==> src/rtl/zbuf_fetch_if.sv <==
// Fragment-in, Z-buffer read and Z-test/write-out signal bundle for zbuf_fetch.
// The slave modport is the fetch unit's view; master is the surrounding environment.
`timescale 1ns/1ps

interface zbuf_fetch_if #(
    parameter int ADDR_W = 19
);
    logic              frag_valid;
    logic              frag_ready;
    logic [9:0]        frag_x;
    logic [8:0]        frag_y;
    logic [17:0]       frag_z;
    logic [15:0]       frag_color;
    logic              frag_clear;

    logic              zb_rd_en;
    logic [ADDR_W-1:0] zb_rd_addr;
    logic [17:0]       zb_rd_data;

    logic [ADDR_W-1:0] out_addr;
    logic [17:0]       pixelZ;
    logic [17:0]       currZ;
    logic [15:0]       color_out;
    logic              rasterPixel;
    logic              clearPixel;
    logic [15:0]       drop_count;

    modport slave (
        input  frag_valid, frag_x, frag_y, frag_z, frag_color, frag_clear, zb_rd_data,
        output frag_ready, zb_rd_en, zb_rd_addr, out_addr, pixelZ, currZ, color_out,
               rasterPixel, clearPixel, drop_count
    );

    modport master (
        output frag_valid, frag_x, frag_y, frag_z, frag_color, frag_clear, zb_rd_data,
        input  frag_ready, zb_rd_en, zb_rd_addr, out_addr, pixelZ, currZ, color_out,
               rasterPixel, clearPixel, drop_count
    );
endinterface

==> src/rtl/zbuf_fetch.sv <==
// Z-buffer read side: issues depth reads for fragments, carries each fragment alongside
// its read for RD_LAT cycles, and stalls same-pixel fragments until the earlier write lands.
`timescale 1ns/1ps

module zbuf_fetch #(
    parameter int H_RES  = 640,
    parameter int V_RES  = 480,
    parameter int ADDR_W = 19,
    parameter int RD_LAT = 2
) (
    input  logic         clk,
    input  logic         reset,
    zbuf_fetch_if.slave  bus
);

    typedef struct packed {
        logic              valid;
        logic [ADDR_W-1:0] addr;
        logic [17:0]       z;
        logic [15:0]       color;
        logic              clear;
    } stage_t;

    // Stage k holds the fragment issued k cycles ago; stage RD_LAT drives the outputs.
    stage_t            stage_q [1:RD_LAT];
    stage_t            stage_d [1:RD_LAT];
    logic [17:0]       currz_q, currz_d;
    logic [15:0]       drop_count_q, drop_count_d;

    logic [ADDR_W-1:0] frag_addr;
    logic              in_range;
    logic              addr_match;
    logic              hit;
    logic              ready;
    logic              accept;
    logic              issue;

    always_comb begin
        frag_addr = ADDR_W'(32'(bus.frag_y) * 32'(H_RES) + 32'(bus.frag_x));
        in_range  = (32'(bus.frag_x) < 32'(H_RES)) && (32'(bus.frag_y) < 32'(V_RES));
    end

    // A pixel still in flight has not been written yet, so a second read of it would be stale.
    always_comb begin
        addr_match = 1'b0;
        for (int k = 1; k <= RD_LAT; k++) begin
            if (stage_q[k].valid && (stage_q[k].addr == frag_addr)) begin
                addr_match = 1'b1;
            end
        end
        hit    = bus.frag_valid & in_range & addr_match;
        ready  = ~reset & ~hit;
        accept = bus.frag_valid & ready;
        issue  = accept & in_range;
    end

    always_comb begin
        // NOTE: every next-state variable is given a full default first so no path leaves it
        // unassigned; a missing default here would infer a latch instead of a mux.
        stage_d      = stage_q;
        currz_d      = currz_q;
        drop_count_d = drop_count_q;

        stage_d[1].valid = issue;
        if (issue) begin
            stage_d[1].addr  = frag_addr;
            stage_d[1].z     = bus.frag_z;
            stage_d[1].color = bus.frag_color;
            stage_d[1].clear = bus.frag_clear;
        end

        // Valid bits always shift; payload only moves with a valid fragment so the
        // final stage keeps its last data across bubbles.
        for (int k = 2; k <= RD_LAT; k++) begin
            stage_d[k].valid = stage_q[k-1].valid;
            if (stage_q[k-1].valid) begin
                stage_d[k] = stage_q[k-1];
            end
        end

        if (stage_q[RD_LAT].valid) begin
            currz_d = bus.zb_rd_data;
        end

        if (accept && !in_range && (drop_count_q != 16'hFFFF)) begin
            drop_count_d = drop_count_q + 16'd1;
        end
    end

    always_ff @(posedge clk) begin
        if (reset) begin
            // NOTE: the pipeline payload is cleared along with the valid bits because the
            // data outputs are defined as zero after reset, not merely don't-care.
            for (int k = 1; k <= RD_LAT; k++) begin
                stage_q[k] <= '0;
            end
            currz_q      <= '0;
            drop_count_q <= '0;
        end else begin
            // NOTE: non-blocking assignments so every register samples pre-edge values,
            // independent of statement order.
            stage_q      <= stage_d;
            currz_q      <= currz_d;
            drop_count_q <= drop_count_d;
        end
    end

    assign bus.frag_ready  = ready;
    assign bus.zb_rd_en    = issue;
    assign bus.zb_rd_addr  = issue ? frag_addr : '0;

    assign bus.out_addr    = stage_q[RD_LAT].addr;
    assign bus.pixelZ      = stage_q[RD_LAT].z;
    assign bus.color_out   = stage_q[RD_LAT].color;
    assign bus.currZ       = stage_q[RD_LAT].valid ? bus.zb_rd_data : currz_q;
    // Strobes are masked by reset so fragments in flight when reset hits never reach the writer.
    assign bus.rasterPixel = ~reset & stage_q[RD_LAT].valid & ~stage_q[RD_LAT].clear;
    assign bus.clearPixel  = ~reset & stage_q[RD_LAT].valid &  stage_q[RD_LAT].clear;
    assign bus.drop_count  = drop_count_q;

endmodule

==> src/flat_wrapper.sv <==
// flat-port wrapper written by rule: the top's interface ports become plain ports
module zbuf_fetch_flat 
#(
    parameter int H_RES  = 640,
    parameter int V_RES  = 480,
    parameter int ADDR_W = 19,
    parameter int RD_LAT = 2
)
  (clk, reset, bus_frag_valid, bus_frag_x, bus_frag_y, bus_frag_z, bus_frag_color, bus_frag_clear, bus_zb_rd_data, bus_frag_ready, bus_zb_rd_en, bus_zb_rd_addr, bus_out_addr, bus_pixelZ, bus_currZ, bus_color_out, bus_rasterPixel, bus_clearPixel, bus_drop_count);
  zbuf_fetch_if #(.ADDR_W(ADDR_W)) bus_i ();
  input  logic clk;
  input  logic reset;
  input wire logic [$bits(bus_i.frag_valid)-1:0] bus_frag_valid;
  input wire logic [$bits(bus_i.frag_x)-1:0] bus_frag_x;
  input wire logic [$bits(bus_i.frag_y)-1:0] bus_frag_y;
  input wire logic [$bits(bus_i.frag_z)-1:0] bus_frag_z;
  input wire logic [$bits(bus_i.frag_color)-1:0] bus_frag_color;
  input wire logic [$bits(bus_i.frag_clear)-1:0] bus_frag_clear;
  input wire logic [$bits(bus_i.zb_rd_data)-1:0] bus_zb_rd_data;
  output wire logic [$bits(bus_i.frag_ready)-1:0] bus_frag_ready;
  output wire logic [$bits(bus_i.zb_rd_en)-1:0] bus_zb_rd_en;
  output wire logic [$bits(bus_i.zb_rd_addr)-1:0] bus_zb_rd_addr;
  output wire logic [$bits(bus_i.out_addr)-1:0] bus_out_addr;
  output wire logic [$bits(bus_i.pixelZ)-1:0] bus_pixelZ;
  output wire logic [$bits(bus_i.currZ)-1:0] bus_currZ;
  output wire logic [$bits(bus_i.color_out)-1:0] bus_color_out;
  output wire logic [$bits(bus_i.rasterPixel)-1:0] bus_rasterPixel;
  output wire logic [$bits(bus_i.clearPixel)-1:0] bus_clearPixel;
  output wire logic [$bits(bus_i.drop_count)-1:0] bus_drop_count;
  assign bus_i.frag_valid = bus_frag_valid;
  assign bus_i.frag_x = bus_frag_x;
  assign bus_i.frag_y = bus_frag_y;
  assign bus_i.frag_z = bus_frag_z;
  assign bus_i.frag_color = bus_frag_color;
  assign bus_i.frag_clear = bus_frag_clear;
  assign bus_i.zb_rd_data = bus_zb_rd_data;
  assign bus_frag_ready = bus_i.frag_ready;
  assign bus_zb_rd_en = bus_i.zb_rd_en;
  assign bus_zb_rd_addr = bus_i.zb_rd_addr;
  assign bus_out_addr = bus_i.out_addr;
  assign bus_pixelZ = bus_i.pixelZ;
  assign bus_currZ = bus_i.currZ;
  assign bus_color_out = bus_i.color_out;
  assign bus_rasterPixel = bus_i.rasterPixel;
  assign bus_clearPixel = bus_i.clearPixel;
  assign bus_drop_count = bus_i.drop_count;
  zbuf_fetch #(.H_RES(H_RES), .V_RES(V_RES), .ADDR_W(ADDR_W), .RD_LAT(RD_LAT)) u_core (.clk(clk), .reset(reset), .bus(bus_i));
endmodule
==> config.mk <==
export PLATFORM = sky130hd
export DESIGN_NAME = zbuf_fetch_flat
export DESIGN_NICKNAME = d
export VERILOG_FILES = /design/src/rtl/zbuf_fetch_if.sv /design/src/rtl/zbuf_fetch.sv /design/src/flat_wrapper.sv
export SDC_FILE = /design/constraint.sdc
export NUM_CORES = 1
export LEC_CHECK = 0
export BUFFER_PORTS_ARGS = -buffer_cell sky130_fd_sc_hd__buf_2
export CAP_MARGIN = 5
export CORE_ASPECT_RATIO = 0.75
export CORE_MARGIN = 1.5
export CORE_UTILIZATION = 55
export CTS_BUF_LIST = sky130_fd_sc_hd__clkbuf_4 sky130_fd_sc_hd__clkbuf_8
export CTS_CLUSTER_DIAMETER = 40
export DETAILED_ROUTE_END_ITERATION = 8
export PLACE_DENSITY_LB_ADDON = 0.1
export SLEW_MARGIN = 10
export SYNTH_ARGS = -nofsm -noshare
export SYNTH_HDL_FRONTEND = slang
export SYNTH_SLANG_ARGS = --single-unit
==> constraint.sdc <==
create_clock -name clk -period 4 [get_ports clk]
set_clock_uncertainty 0.05 [all_clocks]
set_input_delay 0.2 -clock clk [delete_from_list [all_inputs] [get_ports clk]]
set_output_delay 0.2 -clock clk [all_outputs]
set_load 0.1 [all_outputs]
[Word-level counts from Yosys, hierarchy flattened]
Index checks and enable logic that the tools add are counted.
Widths: inputs -> output; s select.
Word-level totals
  input bits: 75
  flip-flop bits (word level): 144
Cells by class
  equality and inequality tests: 3
  reduce and logical (&&, ||, !) cells: 6
  $mul: 1
  order comparisons: 2
  mux-type cells: 5
  add/sub/neg operators: 2
  bitwise logic cells: 11
Operators by type and width (count)
  $mux 55: 1
  $eq 19x19->1: 2
  $add 19x10->19: 1
  $mux 19: 1
  $mux 18: 1
  $add 16x1->16 const B: 1
  $ne 16x16->1 const B: 1
  $mul 9x3->12 const B: 1
  $lt 10x10->1 const B: 1
  $lt 9x9->1 const B: 1
  $and 1x1->1: 8
  $logic_and 1x1->1: 5
  $not 1->1: 3
  $mux 1: 2
  $logic_not 1->1: 1

[Depth between registers and ports, before layout]
  word-level depth: 12
  mapped depth: 15

[Worst setup path after synthesis]
OpenSTA, ideal clock, no wires.
  kind: input to output
  from: input port bus_frag_y[1]
  to: output port bus_zb_rd_addr[14]
  arrival time: 4894 ps
  setup slack: -1144 ps
  path buffers: 1
  data required time: 3750 ps
  stages on the path: 12
  cell sequence: ha_1 -> ha_1 -> fa_1 -> a21o_1 -> a21oi_1 -> xor2_1 -> buf_2 -> or2_2 -> xor2_1 -> and3_1 -> o2111a_4 -> nor3_1
On the way
  longest elaborated chain between the ends: 12
Ends and longest elaborated chain
  start, declared: line flat_wrapper.sv:15  | input wire logic [$bits(bus_i.frag_y)-1:0] bus_frag_y;
  $mul 9x3->12: line zbuf_fetch.sv:39  | frag_addr = ADDR_W'(32'(bus.frag_y) * 32'(H_RES) + 32'(bus.frag_x));
  $add 19x10->19: line zbuf_fetch.sv:39
  $eq 19x19->1: line zbuf_fetch.sv:47  | if (stage_q[k].valid && (stage_q[k].addr == frag_addr)) begin
  $logic_and 1x1->1: line zbuf_fetch.sv:47
  $mux 1 (2 in a row): line zbuf_fetch.sv:47
  $and 1x1->1: line zbuf_fetch.sv:51  | hit = bus.frag_valid & in_range & addr_match;
  $not 1->1: line zbuf_fetch.sv:52  | ready = ~reset & ~hit;
  $and 1x1->1: line zbuf_fetch.sv:52
  $and 1x1->1: line zbuf_fetch.sv:53  | accept = bus.frag_valid & ready;
  $and 1x1->1: line zbuf_fetch.sv:54  | issue = accept & in_range;
  $mux 19 *: line zbuf_fetch.sv:110  | assign bus.zb_rd_addr = issue ? frag_addr : '0;
  end, declared: line flat_wrapper.sv:22  | output wire logic [$bits(bus_i.zb_rd_addr)-1:0] bus_zb_rd_addr;
Every way passes the cells marked *; elsewhere a longest branch is shown, timed or not.

[Worst setup path in the final report]
  from: input port bus_frag_y[2]
  to: output port bus_frag_ready
On the way
  longest elaborated chain between the ends: 9
Ends and longest elaborated chain
  $mul 9x3->12: line zbuf_fetch.sv:39
  $add 19x10->19: line zbuf_fetch.sv:39
  $eq 19x19->1: line zbuf_fetch.sv:47
  $logic_and 1x1->1: line zbuf_fetch.sv:47
  $mux 1 (2 in a row): line zbuf_fetch.sv:47
  $and 1x1->1 *: line zbuf_fetch.sv:51
  $not 1->1 *: line zbuf_fetch.sv:52
  $and 1x1->1 *: line zbuf_fetch.sv:52
  end, declared: line flat_wrapper.sv:20  | output wire logic [$bits(bus_i.frag_ready)-1:0] bus_frag_ready;
Marks and branches as above.

==> results_tabular.tex <==
\begin{tabular}{lr}
\hline
Metric & Value \\
\hline
\multicolumn{2}{l}{\textbf{Routing}} \\
\quad Total number of vias & 6,466 \\
\quad Number of remaining DRC errors & 0 \\
\quad Total Routed Length & 21.1 mm \\
\quad Via-to-Cell Ratio & 5.42 \\
\quad Antenna Violating Nets Remaining & 0 \\
\quad Violation count after the first detailed-routing iteration & 357 \\
\quad Average routed wire per standard cell & 17.7 um \\
\quad Initial DRT Pass Iterations & 5 \\
\multicolumn{2}{l}{\textbf{Run status}} \\
\quad Violations in the final reports & negative setup slack \\
\quad Status & finished, violations left \\
\multicolumn{2}{l}{\textbf{Cells and area}} \\
\quad Share of post-route cells with drive strength above 1 & 38.5\% \\
\quad Final Cell Area & 10,200 um\^{}2 \\
\quad Number of fill cells in the layout & 860 \\
\quad Growth of design area from synthesis to finish & 35.3\% \\
\quad \# nets final & 1,104 \\
\multicolumn{2}{l}{\textbf{Timing}} \\
\quad Setup repair after global routing missed its margin & yes \\
\quad Minimum setup slack in the final design & -0.0353 ns \\
\quad Post-layout min period & 4.04 ns \\
\quad Fmax & 248 MHz \\
\quad Count of final hold-check violations & 0 \\
\quad Slew at the pin with the worst max-slew slack & 1.00 ns \\
\quad TNS Setup & -0.0482 ns \\
\quad Count of endpoints failing setup in the final report & 4 \\
\quad Final Slew Violations & 0 \\
\quad Slew Limit Headroom & 33.1\% \\
\quad Period Utilization, post-route & 101\% \\
\multicolumn{2}{l}{\textbf{Worst setup path}} \\
\quad Count of cell instances traversed by the critical path & 17 \\
\quad Crit path arrival time & 3.79 ns \\
\quad Library cell contributing the largest single delay on the critical path & sky130\_fd\_sc\_hd\_\_or4\_1 \\
\quad FF-to-FF End & u\_core.stage\_q[106] \\
\quad Kind of start point of the critical path & primary input \\
\quad Worst Setup End Kind & primary output \\
\quad Maximum cell stage delay along the critical path & 0.55 ns \\
\quad Number of cells on the worst reg-to-reg path & 12 \\
\quad Peak fanout along the critical path & 5 \\
\quad Cells along the critical path & buf\_2 > ha\_2 > ha\_4 > fa\_2 > a21o\_1 > buf\_6 > a221oi\_2 > buf\_4 > xnor2\_4 > a21oi\_2 > a22o\_1 > buf\_6 > xor2\_4 > or4\_1 > a21oi\_2 > nor2\_4 > buf\_12 \\
\quad Cell family contributing the most delay on the critical path & compound AO/OA/AOI/OAI gates \\
\quad Kind of critical path & in2out \\
\quad Critical Path RT & 3.75 ns \\
\quad CP startpoint & bus\_frag\_y[2] \\
\quad FF-to-FF setup slack & 0.92 ns \\
\quad Count of buffer and inverter cells on the critical path & 5 \\
\quad Launch point of the worst reg-to-reg path & u\_core.bus.out\_addr[7] \\
\quad Endpoint of the worst setup timing path & bus\_frag\_ready \\
\multicolumn{2}{l}{\textbf{Floorplan}} \\
\quad Area inside the core boundary & 13,200 um\^{}2 \\
\quad Initial Utilization & 57.0\% \\
\quad Cell Rows & 36 \\
\quad Height of the die & 104 um \\
\quad I/O pins & 185 \\
\quad Full die area & 14,400 um\^{}2 \\
\quad Die width & 138 um \\
\multicolumn{2}{l}{\textbf{Clock network}} \\
\quad Clock tree from TritonCTS & built \\
\quad Root buf cell & sky130\_fd\_sc\_hd\_\_clkbuf\_8 \\
\quad TritonCTS buffer count & 17 \\
\quad Clock latency on the worst-skew pair & 0.44 ns \\
\quad Clock tree buffer depth & 2 \\
\quad H-tree levels & 4 \\
\quad Clock transition at the registers of the reported paths & 0.09 ns \\
\quad Number of sinks on the clock net & 144 \\
\multicolumn{2}{l}{\textbf{Hold path}} \\
\quad Cell depth of the worst min-delay path & 3 \\
\quad Class of the tightest hold or removal check & in2reg \\
\quad Origin of the worst min-delay path & bus\_zb\_rd\_data[5] \\
\multicolumn{2}{l}{\textbf{Global route}} \\
\quad Global-route wire length before repair & 32.3 mm \\
\quad Via count of the first global-routing pass & 6,569 \\
\quad Initial antenna violation count & 1 \\
\quad Pin count of the biggest net entering global routing & 79 \\
\quad Total routing usage reported by global routing & 28.6\% \\
\quad Total global routing overflow & 0 \\
\multicolumn{2}{l}{\textbf{Place}} \\
\quad Pre-CTS WS & -0.238 ns \\
\quad Final weighted congestion in routability-driven placement & 0.850 \\
\quad Placed cell area & 8850 um\^{}2 \\
\quad HPWL after detailed placement & 13.9 mm \\
\quad IO buf count & 184 \\
\multicolumn{2}{l}{\textbf{Power and ir drop}} \\
\quad Worst vdd rail ir drop & 279 uV \\
\quad Overall power consumption & 0.00374 W \\
\quad P per Cell Area & 368 nW/um\^{}2 \\
\quad Leakage dissipation & 4.36 nW \\
\multicolumn{2}{l}{\textbf{Synth}} \\
\quad Synthesized flop and latch total & 144 \\
\quad Ys async rst share & 0\% \\
\quad Synthesized area divided by synthesized cell count & 9.53 um\^{}2 \\
\quad Netlist Area Pre-Place & 7500 um\^{}2 \\
\quad Distinct cell type count after synthesis & 69 \\
\quad Number of flops mapped to enable cells by yosys & 0 \\
\quad Sequential cell area fraction in the yosys report & 38.4\% \\
\quad Yosys warnings & 0 \\
\quad Leading register cell type out of synthesis & sky130\_fd\_sc\_hd\_\_dfxtp\_1 \\
\quad Mapped Nets & 882 \\
\quad Cell count after synthesis & 787 \\
\multicolumn{2}{l}{\textbf{Run}} \\
\quad Number of max-capacitance violations reported & 0 \\
\hline
\end{tabular}
==> flip-flops by register name, indices dropped and copies added (netlist names) <==
name and cells:
u_core.bus.drop_count 16, u_core.bus.out_addr 19, u_core.bus.color_out 16, u_core.stage_q 57
u_core.bus.pixelZ 18, u_core.currz_q 18
==> layout by cell type, fill, tap and decap left out, types with 27 or more instances in the layout <==
cell type and instances:
sky130_fd_sc_hd__xnor2_1 27, sky130_fd_sc_hd__buf_12 27, sky130_fd_sc_hd__buf_2 160, sky130_fd_sc_hd__dfxtp_1 143, sky130_fd_sc_hd__o21ai_1 31, sky130_fd_sc_hd__dlygate4sd3_1 35
sky130_fd_sc_hd__mux2i_1 55, sky130_fd_sc_hd__buf_4 62, sky130_fd_sc_hd__nor2_1 77, sky130_fd_sc_hd__nand3_1 45, sky130_fd_sc_hd__nand2b_1 52
==> worst reg2reg max path, stage by stage, from the launching register on <==
cell                        delay [ns]
sky130_fd_sc_hd__dfxtp_1          0.35
sky130_fd_sc_hd__xor2_1           0.15
sky130_fd_sc_hd__nor4_1           0.26
sky130_fd_sc_hd__and3_1           0.20
sky130_fd_sc_hd__o2111ai_1        0.20
sky130_fd_sc_hd__nor4_4           0.32
sky130_fd_sc_hd__o2111ai_4        0.18
sky130_fd_sc_hd__buf_4            0.18
sky130_fd_sc_hd__o41a_4           0.45
sky130_fd_sc_hd__buf_4            0.19
sky130_fd_sc_hd__buf_4            0.19
sky130_fd_sc_hd__a21oi_1          0.15
sky130_fd_sc_hd__a211oi_1         0.06
==> where the power goes <==
group | internal, W | switching (W)
Combinational | 0.000462 | 0.000653
Sequential | 0.00149 | 0.0000435
Clock | 0.000459 | 0.000635
==> metal layers <==
layer | routed length, um | vias up | share of wire, % | track usage [%]
li1 | - | 3112 | - | -
met1 | 9370 | 3109 | 44 | 37.2
met2 | 9790 | 211 | 46 | 45.1
met3 | 1570 | 34 | 7.4 | 8.24
met4 | 362 | 0 | 1.7 | 10.2
met5 | 0 | - | 0 | 0
==> synth_stat cells, types with 2 or more instances <==
cell / n / area (um^2)
sky130_fd_sc_hd__xor2_1: 26 / 228
sky130_fd_sc_hd__nand2b_1: 52 / 325
sky130_fd_sc_hd__buf_6: 9 / 101
sky130_fd_sc_hd__o21bai_2: 6 / 67.6
sky130_fd_sc_hd__nor2b_1: 20 / 125
sky130_fd_sc_hd__a211o_1: 2 / 17.5
sky130_fd_sc_hd__a211oi_1: 5 / 37.5
sky130_fd_sc_hd__clkbuf_1: 22 / 82.6
sky130_fd_sc_hd__nand2_1: 16 / 60.1
sky130_fd_sc_hd__or3_1: 3 / 18.8
sky130_fd_sc_hd__nand4_1: 7 / 43.8
sky130_fd_sc_hd__nand3_2: 2 / 20.0
sky130_fd_sc_hd__nor4_1: 6 / 37.5
sky130_fd_sc_hd__o21ai_0: 12 / 60.1
sky130_fd_sc_hd__o21a_1: 2 / 15.0
sky130_fd_sc_hd__mux2i_1: 55 / 551
sky130_fd_sc_hd__o21ai_2: 4 / 35.0
sky130_fd_sc_hd__nor2_1: 79 / 297
sky130_fd_sc_hd__inv_1: 6 / 22.5
sky130_fd_sc_hd__xnor3_1: 2 / 45.0
sky130_fd_sc_hd__nor3_1: 8 / 40.0
sky130_fd_sc_hd__mux2_2: 19 / 214
sky130_fd_sc_hd__ha_1: 18 / 225
sky130_fd_sc_hd__and3_1: 12 / 75.1
sky130_fd_sc_hd__o21ai_1: 30 / 150
sky130_fd_sc_hd__fa_1: 2 / 40.0
sky130_fd_sc_hd__nand3b_1: 2 / 15.0
sky130_fd_sc_hd__buf_2: 7 / 35.0
sky130_fd_sc_hd__dfxtp_1: 144 / 2880
sky130_fd_sc_hd__and4_1: 2 / 17.5
sky130_fd_sc_hd__xnor2_1: 32 / 280
sky130_fd_sc_hd__o21bai_1: 10 / 75.1
sky130_fd_sc_hd__o31ai_1: 2 / 15.0
sky130_fd_sc_hd__a21o_1: 4 / 30.0
sky130_fd_sc_hd__buf_4: 54 / 405
sky130_fd_sc_hd__nand3_1: 46 / 230
sky130_fd_sc_hd__nor4_2: 2 / 25.0
sky130_fd_sc_hd__or2_2: 3 / 18.8
sky130_fd_sc_hd__a21oi_1: 13 / 65.1
sky130_fd_sc_hd__and3_4: 8 / 90.1
sky130_fd_sc_hd__buf_1: 4 / 15.0
sky130_fd_sc_hd__or4_1: 2 / 15.0
==> how the worst min path moves through the flow <==
| stage | to | slack (ns) |
|---|---|---|
| final | u_core.currz_q[5] | 0.06 |
| after CTS | u_core.currz_q[5] | 0.03 |
| after detailed placement | u_core.stage_q[87] | 0.38 |
| after global placement | u_core.stage_q[74] | 0.38 |
| after floorplan | u_core.stage_q[89] | 0.28 |
| after global routing | u_core.currz_q[5] | 0.07 |
==> cells by family (layout without fill, tap and decap cells) <==
| family | Yosys count | count (layout) | synth area share [%] |
|---|---|---|---|
| and+or+nand+nor | 280 | 280 | 20.6 |
| AOI/OAI and AO/OA | 105 | 107 | 10.5 |
| xor gates and xnor gates | 62 | 62 | 7.95 |
| DFF | 144 | 144 | 38.4 |
| other | 0 | 1 | 0 |
| adders and majority gates | 20 | 20 | 3.54 |
| muxes | 74 | 74 | 10.2 |
| buffers and inverters | 102 | 335 | 8.82 |
==> timing repair <==
| action | in CTS | in global routing |
|---|---|---|
| pin swaps | 17 | 25 |
| gates cloned | 3 | 1 |
| buffers inserted | 8 | 13 |
| resized for setup | 25 | 45 |
| setup endpoints to repair | 21 | 21 |
| hold buffers | 35 | 0 |
| hold endpoints to repair | 35 | 0 |
==> metrics by stage <==
stage | hold WS [ns] | util, % | instances
2_1_floorplan | 0.280 | - | 787
5_1_grt | 0.0664 | 77.2 | 1194
3_5_place_dp | 0.379 | 67.3 | 1104
4_1_cts | 0.0299 | 75.0 | 1182
6_report | 0.0593 | 77.2 | 1194
3_3_place_gp | 0.377 | 67.3 | 1104
==> cell type report <==
cell class | instances | area (um^2) | area share, %
Clock buffer | 17 | 234 | 2.30
Inverter | 6 | 22.5 | 0.222
Tap cell | 171 | 214 | 2.11
Sequential cell | 144 | 2890 | 28.4
Antenna cell | 1 | 2.50 | 0.0246
Timing Repair Buffer | 297 | 2320 | 22.9
Clock inverter | 15 | 145 | 1.43
Multi-Input combinational cell | 543 | 4330 | 42.6
Note: power is estimated with default switching activity, not from simulation.
